$ cat src/rtl/fetch_seq.sv
// Instruction-fetch sequencer: owns the fetch PC, issues single-outstanding
// imem requests and buffers returned words in a 2-entry queue toward decode.
module fetch_seq #(
    parameter logic [31:0] RESET_PC = 32'h0000_0000
) (
    input  logic        clk,
    input  logic        rst_n,
    output logic        imem_req,
    output logic [31:0] imem_addr,
    input  logic        imem_gnt,
    input  logic        imem_rvalid,
    input  logic [31:0] imem_rdata,
    input  logic        redirect,
    input  logic [31:0] redirect_pc,
    input  logic        stall,
    output logic        if_valid,
    output logic [31:0] if_instr,
    output logic [31:0] if_pc,
    output logic [31:0] if_pcp4
);

    localparam int unsigned XLEN  = 32;
    localparam int unsigned CNT_W = 2;

    typedef enum logic {
        S_FETCH = 1'b0,
        S_WAIT  = 1'b1
    } state_e;

    typedef struct packed {
        logic [XLEN-1:0] instr;
        logic [XLEN-1:0] pc;
    } q_entry_t;

    state_e          state_q, state_d;
    logic [XLEN-1:0] pc_q, pc_d;
    logic [XLEN-1:0] req_pc_q, req_pc_d;
    logic            kill_q, kill_d;
    logic            stale_q, stale_d;
    q_entry_t        q0_q, q0_d;
    q_entry_t        q1_q, q1_d;
    logic [CNT_W-1:0] count_q, count_d;
    logic            if_valid_q, if_valid_d;
    logic            imem_req_q, imem_req_d;
    logic [XLEN-1:0] imem_addr_q, imem_addr_d;

    logic            gnt_acc;
    logic            push;
    logic            pop;
    q_entry_t        new_entry;

    // stale_q marks an ungranted request whose address predates a redirect
    always_comb begin
        state_d     = state_q;
        pc_d        = pc_q;
        req_pc_d    = req_pc_q;
        kill_d      = kill_q;
        stale_d     = stale_q;
        q0_d        = q0_q;
        q1_d        = q1_q;
        count_d     = count_q;
        imem_req_d  = imem_req_q;
        imem_addr_d = imem_addr_q;
        push        = 1'b0;
        pop         = if_valid_q && !stall;
        gnt_acc     = imem_req_q && imem_gnt;
        new_entry   = '{instr: imem_rdata, pc: req_pc_q};

        case (state_q)
            S_FETCH: begin
                if (gnt_acc) begin
                    state_d  = S_WAIT;
                    req_pc_d = pc_q;
                    stale_d  = 1'b0;
                    if (stale_q) begin
                        kill_d = 1'b1;
                    end else begin
                        pc_d = pc_q + 32'd4;
                    end
                end
            end
            S_WAIT: begin
                if (imem_rvalid) begin
                    state_d = S_FETCH;
                    if (kill_q) begin
                        kill_d = 1'b0;
                    end else begin
                        push = 1'b1;
                    end
                end
            end
            default: state_d = S_FETCH;
        endcase

        // redirect overrides stall and any same-cycle push
        if (redirect) begin
            pc_d    = redirect_pc & 32'hFFFF_FFFC;
            push    = 1'b0;
            pop     = 1'b0;
            count_d = '0;
            kill_d  = (state_q == S_WAIT) ? !imem_rvalid : gnt_acc;
            stale_d = (state_q == S_FETCH) && imem_req_q && !imem_gnt;
        end

        if (push && pop) begin
            if (count_q == 2'd1) begin
                q0_d = new_entry;
            end else begin
                q0_d = q1_q;
                q1_d = new_entry;
            end
        end else if (pop) begin
            q0_d    = q1_q;
            count_d = CNT_W'(count_q - 2'd1);
        end else if (push) begin
            if (count_q == 2'd0) begin
                q0_d = new_entry;
            end else begin
                q1_d = new_entry;
            end
            count_d = CNT_W'(count_q + 2'd1);
        end

        if_valid_d = (count_d != 2'd0);

        // a pending request keeps its address until granted
        if (state_d == S_FETCH) begin
            if (!(imem_req_q && !imem_gnt)) begin
                imem_req_d  = (count_d < 2'd2);
                imem_addr_d = pc_d;
            end
        end else begin
            imem_req_d = 1'b0;
        end
    end

    always_ff @(posedge clk or negedge rst_n) begin
        if (!rst_n) begin
            state_q     <= S_FETCH;
            pc_q        <= RESET_PC;
            req_pc_q    <= '0;
            kill_q      <= 1'b0;
            stale_q     <= 1'b0;
            q0_q        <= '0;
            q1_q        <= '0;
            count_q     <= '0;
            if_valid_q  <= 1'b0;
            imem_req_q  <= 1'b0;
            imem_addr_q <= RESET_PC;
        end else begin
            state_q     <= state_d;
            pc_q        <= pc_d;
            req_pc_q    <= req_pc_d;
            kill_q      <= kill_d;
            stale_q     <= stale_d;
            q0_q        <= q0_d;
            q1_q        <= q1_d;
            count_q     <= count_d;
            if_valid_q  <= if_valid_d;
            imem_req_q  <= imem_req_d;
            imem_addr_q <= imem_addr_d;
        end
    end

    assign imem_req  = imem_req_q;
    assign imem_addr = imem_addr_q;
    assign if_valid  = if_valid_q;
    assign if_instr  = q0_q.instr;
    assign if_pc     = q0_q.pc;
    assign if_pcp4   = if_pc + 32'd4;

endmodule
$ cat config.mk
export PLATFORM = sky130hd
export DESIGN_NAME = fetch_seq
export DESIGN_NICKNAME = d
export VERILOG_FILES = /design/src/rtl/fetch_seq.sv
export SDC_FILE = /design/constraint.sdc
export NUM_CORES = 1
export LEC_CHECK = 0
export ABC_AREA = 1
export CORE_ASPECT_RATIO = 1.5
export CORE_UTILIZATION = 46
export CTS_CLUSTER_DIAMETER = 120
export DETAILED_ROUTE_END_ITERATION = 10
export DONT_BUFFER_PORTS = 1
export RECOVER_POWER = 100
export SYNTH_ARGS = -nofsm -noshare
export SYNTH_HDL_FRONTEND = slang
export SYNTH_SLANG_ARGS = --single-unit
$ cat constraint.sdc
create_clock -name clk -period 2.26 [get_ports clk]
set_input_delay 0.339 -clock clk [delete_from_list [all_inputs] [get_ports clk]]
set_output_delay 0.339 -clock clk [all_outputs]
set_load 0.01 [all_outputs]
==> impl_metrics.py <==
metrics = {
    "power_and_ir_drop": {
        "p_comb_frac": 0.360,
        "switching_power_mw": 7.354,
        "switching_share": 0.4096,
        "internal-power_mw": 10.60,
        "power_density_mw_per_mm2": 1269,
        "p_seq_frac": 0.410,
        "vdd_drop_max_uv": 847.7,
        "p_leak_nw": 6.347,
        "clock_power_share": 0.230,
    },
    "setup_path": {
        "path_cells": "ha_2 > nand3_4 > nor2_4 > nand2_2 > nor2_4 > nand2_4 > nor3_2 > xor2_1 > buf_4",
        "slowest_stage": "dfrtp_1",
        "cp_common_cell": "nor2_4",
        "worstSetupEndpointType": "primary output",
        "cpPeakStageDelay_ns": 0.38,
        "cp_max_fo": 4,
        "critPathKind": "flop to primary output",
        "startpoint_type": "flop",
        "cp_data_arrival_time_ns": 2.14,
        "required_ns": 1.92,
    },
    "sta": {
        "fin_ws_ns": -0.2234,
        "tightest_slew_ns": 0.9205,
        "fin_skew_ns": 0.01386,
        "drv_slew": 0,
        "holdWs_ns": -0.4946,
        "rsz0062_at_grt": "yes",
        "setup-violations-final": 17,
        "relSlewSlack": 0.3843,
        "final-hold-violation-count": 231,
        "min_period_ns": 2.483,
        "period_share": 1.099,
        "fmax_mhz": 402.7,
    },
    "clocking": {
        "cts_num_sinks": 231,
        "clk_pin_slew_ns": 0.06,
        "clk-insertion-delay-late_ns": 0.52,
        "cts_tree": "built",
        "htreeDepth": 1,
        "cts_hold_buf": 49,
        "max-clock-path-buffers": 3,
        "cts_buffers": 24,
        "cts-root-buf": "clkbuf_16",
    },
    "synthesis": {
        "synth-compound-area-share": 0.1617,
        "synth.largest_area_cell": "dfrtp_1",
        "ys_ff_latch": 231,
        "ys.flop_type": "dfrtp_1",
        "yosys.area_share.simple": 0.2406,
        "synth_adder_area_share": 0.004206,
        "async_flop_share": 1.000,
        "syn_nets": 1653,
        "ys_warn_count": 0,
        "synth_cells": 1579,
        "avgSynthCellArea_um2": 7.537,
        "synth_area_leaders": "dfrtp_1 49%, nand2_1 13%, nor2_1 5.9%",
        "netlist_area_mm2": 0.01190,
        "synth_top_area_share": 0.4858,
        "ys_types": 35,
        "synth_mux_area_frac": 0,
        "ys_seq_area_frac": 0.4858,
        "synthXorXnorAreaFrac": 0.02134,
        "synth_edf_count": 0,
        "synth_top_family_by_area": "simple AND/OR/NAND/NOR gates",
    },
    "global_routing": {
        "grt_overflow": 0,
        "grt_pass1_wl_um": 54830,
        "grt_max_degree": 232,
        "grt_util_all_layers": 0.2599,
        "grt_pass1_vias": 10480,
        "antenna_found_initial": 0,
    },
    "finish": {
        "n_antenna_cell": 0,
        "fillers": 2403,
        "layout_commonest_cell": "nand2_1",
        "drive_above_1_share": 0.09409,
        "layout.nets": 1715,
        "area_delta_synth_final_pct": 18.88,
        "final_cell_mix": "400 x nand2_1, 230 x dfrtp_1, 185 x nor2_1",
    },
    "run_status": {
        "violations": "negative hold slack, negative setup slack",
        "outcome": "complete, but fails checks",
    },
    "route": {
        "routed_via_density": 5.332,
        "drtPass1Iterations": 5,
        "num_vias": 10590,
        "drt_iter0_markers": 695,
        "drc": 0,
        "ant_nets": 0,
        "wl_per_cell_um": 17.00,
        "wirelength_um": 33770,
    },
    "floorplan": {
        "dieArea_mm2": 0.02653,
        "die_h_um": 199.0,
        "chipWidth_um": 133.3,
        "initial_core_util": 0.4717,
        "core.rowCount": 71,
        "core-area_mm2": 0.02523,
        "ios": 200,
    },
    "placement": {
        "place_congestion": 0.9225,
        "dp_hpwl_um": 22490,
        "dp_worst_setup_slack_ns": 0.06462,
        "port_buffers": 0,
    },
    "hold_path": {
        "hp-class": "primary input to async pin",
    },
    "job": {
        "drv_cap": 0,
    },
}
==> path summary, 6_finish.rpt <==
kind	cells after the start	slack [ns]	startpoint	to
min in group clk	2	0.01	imem_rdata[5]	if_instr[5]
worst min-delay path	0	-0.49	rst_n	if_instr[14]
worst max-delay path	9	-0.22	if_pc[2]	if_pcp4[18]
worst max register to register	8	0.02	state_q	if_instr[10]
max in group asynchronous	0	2.05	rst_n	q1_q[40]
worst min register to register	2	0.48	q1_q[3]	q1_q[3]
==> per-stage QoR <==
| stage | cells | total power, mW | utilization | cell area (µm²) | TNS, ns |
|---|---|---|---|---|---|
| detailed placement | 1884 | 13.64 | 0.4972 | 12540 | 0 |
| finish | 1986 | 17.96 | 0.5608 | 14150 | -2.270 |
| floorplan | 1579 | 11.55 | - | 11900 | 0 |
| global route | 1986 | 19.31 | 0.5608 | 14150 | -13.34 |
| global placement | 1884 | 13.46 | 0.4972 | 12540 | 0 |
| CTS | 1981 | 18.19 | 0.5612 | 14160 | -1.676 |
==> repair_timing <==
action	CTS	global route
setup endpoints to repair	20	22
setup buffers	5	5
resized for setup	50	16
pin swaps	13	12
endpoints found under the hold margin	299	231
==> kinds of logic (layout without fill, tap and decap cells) <==
logic type / count (synthesis) / in the layout
and+or+nand+nor: 707 / 707
AOI/OAI and AO/OA: 353 / 353
buffers and inverters: 255 / 334
DFF: 231 / 231
xor gates and xnor gates: 29 / 29
adders and majority gates: 4 / 4
==> final cells by class <==
class	instances	area, µm²	share of cell area
clock inverters	9	103.9	0.007341
inverters	170	641.9	0.04537
clock buffers	34	729.5	0.05156
flip-flops and latches	231	5782	0.4087
repair buffers	121	1036	0.07323
multi-input cells	1093	5444	0.3848
well taps	328	410.4	0.02901
==> state kept, by name, summed over array words and instances, names as in the netlist <==
register / count
count_q: 2
if_instr: 32
if_pc: 32
if_valid: 1
imem_addr: 32
imem_req: 1
kill_q: 1
pc_q: 32
q1_q: 64
req_pc_q: 32
stale_q: 1
state_q: 1
==> critical path: cells and delay by family, from the launching register on <==
kind          cells  cell delay, ns
xor+xnor          1            0.21
fa+ha+maj         1            0.23
buf+inv           1            0.16
flops             1            0.38
simple gates      6            0.66
==> routing by layer <==
layer,part of all wire,vias to the layer above,GRT usage
met2,0.52,290,0.4772
met4,0.028,0,0.08544
met3,0.047,56,0.03160
met5,0,-,0
met1,0.40,5030,0.3129
li1,-,5214,-
==> synthesized netlist by cell type (all sizes together) (3+ instances only) <==
master and n:
buf 53, nor4 3, o21bai 3, nand3 62, inv 170, o221ai 10
a21oi 103, o21ai 160, o22ai 15, nand4 8, a21boi 5, clkbuf 32
or2 11, nand2 409, and2 6, dfrtp 231, xor2 29, ha 4
nor3 14, a31oi 52, nor2 193
==> power groups by stage <==
stage	combinational (mW)	sequential (mW)	clock (mW)
after floorplan	4.32	7.23	0
after global placement	6.09	7.37	0
after detailed placement	6.23	7.42	0
after CTS	6.57	7.39	4.24
after global routing	7.34	7.58	4.38
final	6.46	7.36	4.14
(Power assumes the default switching activity.)
